$ cat src/rtl/uart_pkg.sv
// Shared types and helpers for the UART transmit path.
package uart_pkg;

    localparam int unsigned UART_DATA_BITS = 8;

    typedef enum logic [2:0] {
        IDLE,
        START,
        DATA,
        PARITY,
        STOP
    } tx_state_t;

    function automatic int unsigned baud_div(input int unsigned clk_hz, input int unsigned baud);
        return clk_hz / baud;
    endfunction

endpackage

$ cat src/rtl/uart_baud_tick.sv
// Free-running 0..DIV-1 divider; tick is high in the cycle the count is DIV-1.
module uart_baud_tick #(
    parameter int unsigned DIV = 2
) (
    input  logic clock,
    input  logic reset,
    input  logic clear,
    output logic tick
);

    localparam int unsigned CW = (DIV > 1) ? $clog2(DIV) : 1;
    localparam logic [CW-1:0] LAST = CW'(DIV - 1);

    logic [CW-1:0] cnt_q;
    logic [CW-1:0] cnt_d;

    always_comb begin
        tick  = (cnt_q == LAST);
        cnt_d = tick ? '0 : cnt_q + CW'(1);
        if (clear) begin
            cnt_d = '0;
        end
    end

    always_ff @(posedge clock) begin
        if (reset) begin
            cnt_q <= '0;
        end else begin
            cnt_q <= cnt_d;
        end
    end

endmodule

$ cat src/rtl/multi_byte_uart_tx.sv
// Sends NUM_BYTES bytes MSB-byte first as back-to-back 8N1/8N2 frames.
// Optional even parity bit per frame when UART_TX_PARITY_EN is defined.
module multi_byte_uart_tx
    import uart_pkg::*;
#(
    parameter int unsigned CLK_HZ    = 50_000_000,
    parameter int unsigned BAUD      = 9600,
    parameter int unsigned NUM_BYTES = 2,
    parameter int unsigned STOP_BITS = 1
) (
    input  logic                                clock,
    input  logic                                reset,
    input  logic                                start,
    input  logic [UART_DATA_BITS*NUM_BYTES-1:0] data,
    output logic                                ready,
    output logic                                done,
    output logic                                q
);

    localparam int unsigned DIV = baud_div(CLK_HZ, BAUD);
    localparam int unsigned W   = UART_DATA_BITS * NUM_BYTES;
    localparam int unsigned IW  = (NUM_BYTES > 1) ? $clog2(NUM_BYTES) : 1;

    if (DIV < 2) begin : g_div_check
        $error("multi_byte_uart_tx: CLK_HZ/BAUD must be at least 2");
    end
    if (NUM_BYTES < 1 || NUM_BYTES > 16) begin : g_bytes_check
        $error("multi_byte_uart_tx: NUM_BYTES must be 1..16");
    end
    if (STOP_BITS < 1 || STOP_BITS > 2) begin : g_stop_check
        $error("multi_byte_uart_tx: STOP_BITS must be 1 or 2");
    end

    tx_state_t     state_q, state_d;
    logic [W-1:0]  shift_q, shift_d;
    logic [2:0]    bit_idx_q, bit_idx_d;
    logic [IW-1:0] byte_idx_q, byte_idx_d;
    logic          line_q, line_d;
    logic          accept;
    logic          tick;
    logic [7:0]    cur_byte;
    logic          last_byte;
    logic          last_stop;

    uart_baud_tick #(
        .DIV(DIV)
    ) u_baud (
        .clock(clock),
        .reset(reset),
        .clear(accept),
        .tick (tick)
    );

    assign cur_byte  = shift_q[W-1 -: UART_DATA_BITS];
    assign last_byte = (byte_idx_q == IW'(NUM_BYTES - 1));
    assign last_stop = (bit_idx_q == 3'(STOP_BITS - 1));

    // line_d always holds the value for the state being entered, so q is
    // a plain register yet changes in the same cycle as the state.
    always_comb begin
        state_d    = state_q;
        shift_d    = shift_q;
        bit_idx_d  = bit_idx_q;
        byte_idx_d = byte_idx_q;
        line_d     = line_q;
        accept     = 1'b0;
        case (state_q)
            IDLE: begin
                if (start) begin
                    accept     = 1'b1;
                    state_d    = START;
                    shift_d    = data;
                    byte_idx_d = '0;
                    bit_idx_d  = '0;
                    line_d     = 1'b0;
                end
            end
            START: begin
                if (tick) begin
                    state_d   = DATA;
                    bit_idx_d = '0;
                    line_d    = cur_byte[0];
                end
            end
            DATA: begin
                if (tick) begin
                    if (bit_idx_q == 3'(UART_DATA_BITS - 1)) begin
                        bit_idx_d = '0;
`ifdef UART_TX_PARITY_EN
                        state_d   = PARITY;
                        line_d    = ^cur_byte;
`else
                        state_d   = STOP;
                        line_d    = 1'b1;
`endif
                    end else begin
                        bit_idx_d = bit_idx_q + 3'd1;
                        line_d    = cur_byte[bit_idx_d];
                    end
                end
            end
`ifdef UART_TX_PARITY_EN
            PARITY: begin
                if (tick) begin
                    state_d = STOP;
                    line_d  = 1'b1;
                end
            end
`endif
            STOP: begin
                if (tick) begin
                    if (last_stop) begin
                        bit_idx_d = '0;
                        if (last_byte) begin
                            state_d = IDLE;
                        end else begin
                            state_d    = START;
                            byte_idx_d = byte_idx_q + IW'(1);
                            shift_d    = shift_q << UART_DATA_BITS;
                            line_d     = 1'b0;
                        end
                    end else begin
                        bit_idx_d = bit_idx_q + 3'd1;
                    end
                end
            end
            default: begin
                state_d = IDLE;
                line_d  = 1'b1;
            end
        endcase
    end

    always_ff @(posedge clock) begin
        if (reset) begin
            state_q    <= IDLE;
            shift_q    <= '0;
            bit_idx_q  <= '0;
            byte_idx_q <= '0;
            line_q     <= 1'b1;
        end else begin
            state_q    <= state_d;
            shift_q    <= shift_d;
            bit_idx_q  <= bit_idx_d;
            byte_idx_q <= byte_idx_d;
            line_q     <= line_d;
        end
    end

    assign ready = (state_q == IDLE);
    assign done  = (state_q == STOP) && tick && last_stop && last_byte;
    assign q     = line_q;

endmodule

$ cat config.mk
export PLATFORM = sky130hd
export DESIGN_NAME = multi_byte_uart_tx
export DESIGN_NICKNAME = d
export VERILOG_FILES = /design/src/rtl/uart_pkg.sv /design/src/rtl/uart_baud_tick.sv /design/src/rtl/multi_byte_uart_tx.sv
export SDC_FILE = /design/constraint.sdc
export NUM_CORES = 1
export LEC_CHECK = 0
export CORE_MARGIN = 8
export CORE_UTILIZATION = 57
export CTS_BUF_LIST = sky130_fd_sc_hd__clkbuf_2
export DETAILED_ROUTE_END_ITERATION = 12
export PLACE_DENSITY = 0.82
export SLEW_MARGIN = 5
export SYNTH_ARGS = -nofsm -noshare
export SYNTH_HDL_FRONTEND = slang
export SYNTH_SLANG_ARGS = --single-unit
export TNS_END_PERCENT = 50
$ cat constraint.sdc
create_clock -name clock -period 2.65 [get_ports clock]
set_input_delay 0.53 -clock clock [delete_from_list [all_inputs] [get_ports clock]]
set_output_delay 0.53 -clock clock [all_outputs]
set_load 0.01 [all_outputs]
==> qor.yml <==
iteration_0_drc_markers: 73
holdBufCountCts: 0
post_synth_inst_count: 184
n_antenna_cell: 0
grt_overflow: 0
max_freq_mhz: 412
setup-tns-final_ns: 0
grt_start_max_net_pins: 17
cts-root-to-sink-buffers: 2
mappedNetlistNets: 207
worst_slew_pin_slew_ns: 0.885
drt_first_pass_iters: 4
grt_pass1_wl_mm: 6.17
synth_largest_type_area_fraction_pct: 42.0
clock_sinks: 37
design.core.area_sq_um: 3000
clkLatencyLatePin_ns: 0.37
crit_path_start_kind: "register"
die_area_sq_um: 5130
cp_num_buf_inv: 2
antenna_violations_before_repair: 0
cp_cell_sequence: "inv_1, ha_1, nand2b_1, nor2_2, and3_1, dlygate4sd2_1"
ys.warnings.count: 0
holdCritPathClass: "register to register"
final-max-slew-violation-count: 0
wl_per_cell_microns: 14.6
max_cap_violations: 0
finish.net_count: 230
post-place-ws_ns: 0.309
timing.reg2reg.setup_slack_ns: 0.60
finalCriticalPeriod_ns: 2.42
initial_utilization_pct: 58.7
count_of_pins_on_the_block_boundary: 22
slowest_stage: "dfxtp_1"
yosysUniqueCellTypes: 42
drcViolationCount: 0
rel_slew_slack_pct: 40.8
critPathMaxFanout: 5
cts.clk_slew.worst_paths_ns: 0.18
rows: 20
synth_top_area_cell: "dfxtp_1"
max-vdd-ir-drop_v: 0.000446
path_delay_family: "flip-flops"
setup.worst_path.class: "register to output pin"
synth.ff_latch_count: 37
endpoint_type_of_the_worst_setup_path: "output pin"
post_synth_instance_area_sq_um: 1760
timing.hold.ws_ns: 0.435
setup_viol: 0
cts-root-buf: "clkbuf_2"
power.density_nw_per_um2: 682
ys_seq_area_share_pct: 42.0
tritoncts: "built"
via_per_inst: 5.80
syn-mean-instance-area_sq_um: 9.57
report.final.hold_viol_count: 0
grt_pass1_vias: 1377
port_buffers: 21
cts_made_buffers: 5
chipHeight_microns: 71.6
ant_nets: 0
routed_wl_mm: 3.52
h-tree-depth: 2
top_area_cells_in_the_synthesized_netlist: "dfxtp_1 (42%), a221o_1 (5.1%), nor2_1 (4.5%)"
status: "completed"
p_leak_nw: 0.794
clock_skew_ns: 0.0215
layout-area-overhead-vs-synth_pct: 16.9
place.gp.congestion: 0.854
detailroute.via_count: 1399
hpwlAfterDp_mm: 2.65
grt_setup_unrepaired: "false"
horiz_die_dim_microns: 71.6
period_utilization_post_route_pct: 91.5
worst_ep_required_time_ns: 2.12
grt.total_usage_pct: 14.9
setup_ws_ns: 0.225
drive_gt1_share_pct: 11.5
worst_path_largest_cell_delay_ns: 0.48
worst_ep_arrival_time_ns: 1.89
## Yosys cell counts, drive strengths merged
library cell,n
or4b,1
mux2i,4
o21ai,8
and3,2
nor2b,3
o221a,1
xnor2,2
and4,2
and4bb,1
buf,5
nand4,5
clkbuf,2
nand2,14
a21boi,1
nor2,21
a22o,8
dfxtp,37
nor4b,1
nor3b,1
nand3,7
inv,4
mux4,2
a22oi,3
ha,4
a21oi,7
nand2b,5
and2,9
clkinv,1
xor2,8
nor3,2
or2,1
a221o,9
a32oi,1
or3,2
## layer usage
metal	up-vias	track usage, %	routed length [microns]
met3	5	4.74	169
met1	654	17.8	1620
met2	26	24.2	1690
li1	714	-	-
met4	0	5.67	40
met5	-	0	0
## logic make-up (layout without fill, tap and decap cells)
| group | Yosys count | in the layout | synth area share (%) |
|---|---|---|---|
| buffers and inverters | 12 | 36 | 3.27 |
| AOI/OAI and AO/OA | 38 | 38 | 16.6 |
| xor gates and xnor gates | 10 | 10 | 4.97 |
| and+or+nand+nor | 77 | 77 | 25.4 |
| muxes | 6 | 6 | 4.83 |
| DFF | 37 | 37 | 42.0 |
| adders and majority gates | 4 | 4 | 2.84 |
## state kept, by name, indices dropped and copies added (netlist names)
name	count
bit_idx_q	3
byte_idx_q	1
q	1
shift_q	16
state_q	3
u_baud.cnt_q	13
## cell type report
cell class / instances / area (sq um)
clock buffer: 6 / 30.0
sequential: 37 / 743
multi-input combinational: 135 / 968
clock inverter: 2 / 33.8
tap: 33 / 41.3
inverter: 5 / 18.8
timing repair buffer: 23 / 224
fill: 251 / 943
## cell usage in the layout (no fill, tap or decap), types with 2 or more instances in the layout
master           count
inv_1                4
nand3_1              7
mux4_2               2
nand2_1             14
xnor2_1              2
nor2b_1              3
clkinv_1             2
or3_1                2
a22oi_1              3
dfxtp_1             35
and3_1               2
a21oi_1              6
xor2_1               8
clkbuf_2             6
a221o_1              9
and2_1               8
clkdlybuf4s50_1     20
nor2_1              20
dfxtp_2              2
buf_4                2
o21ai_0              6
ha_1                 4
a22o_1               8
nand2b_1             5
mux2i_1              4
nand4_1              3
## metrics by stage
stage	std cells	cell area [sq um]	utilization (%)	power [mW]
final	241	2060	68.6	1.40
after global routing	241	2060	68.6	1.48
after CTS	241	2060	68.6	1.41
after detailed placement	233	1990	66.3	1.08
after global placement	233	1990	66.3	1.06
after floorplan	184	1760	-	0.963
## final timing paths
check	from	endpoint	depth (start not counted)
worst max-delay path	bit_idx_q[0]$_SDFFE_PP0P_	done	6
worst min-delay path	u_baud.cnt_q[0]$_SDFF_PP0_	u_baud.cnt_q[0]$_SDFF_PP0_	1
worst max register to register	state_q[2]$_SDFFE_PP0P_	shift_q[10]$_SDFFE_PP0P_	6
worst min register to register	u_baud.cnt_q[0]$_SDFF_PP0_	u_baud.cnt_q[0]$_SDFF_PP0_	1
## where the power goes
group / switching (mW) / total, mW / internal, mW
Sequential: 0.0655 / 0.708 / 0.643
Combinational: 0.180 / 0.362 / 0.182
Clock: 0.173 / 0.334 / 0.161
## worst reg2reg max path: stages (launching register included)
cell and delay, ns:
dfxtp_1 0.35, buf_4 0.17, nor3_2 0.25, nand2_1 0.19, nor2_1 0.71, and2_1 0.23, a221o_1 0.10
## timing repair
item,4_1_cts,5_1_grt
gates resized for setup,5,0
setup endpoints to repair,1,0
setup buffers,0,0
endpoints found under the hold margin,0,0
Power figures use the tool's default switching activity.
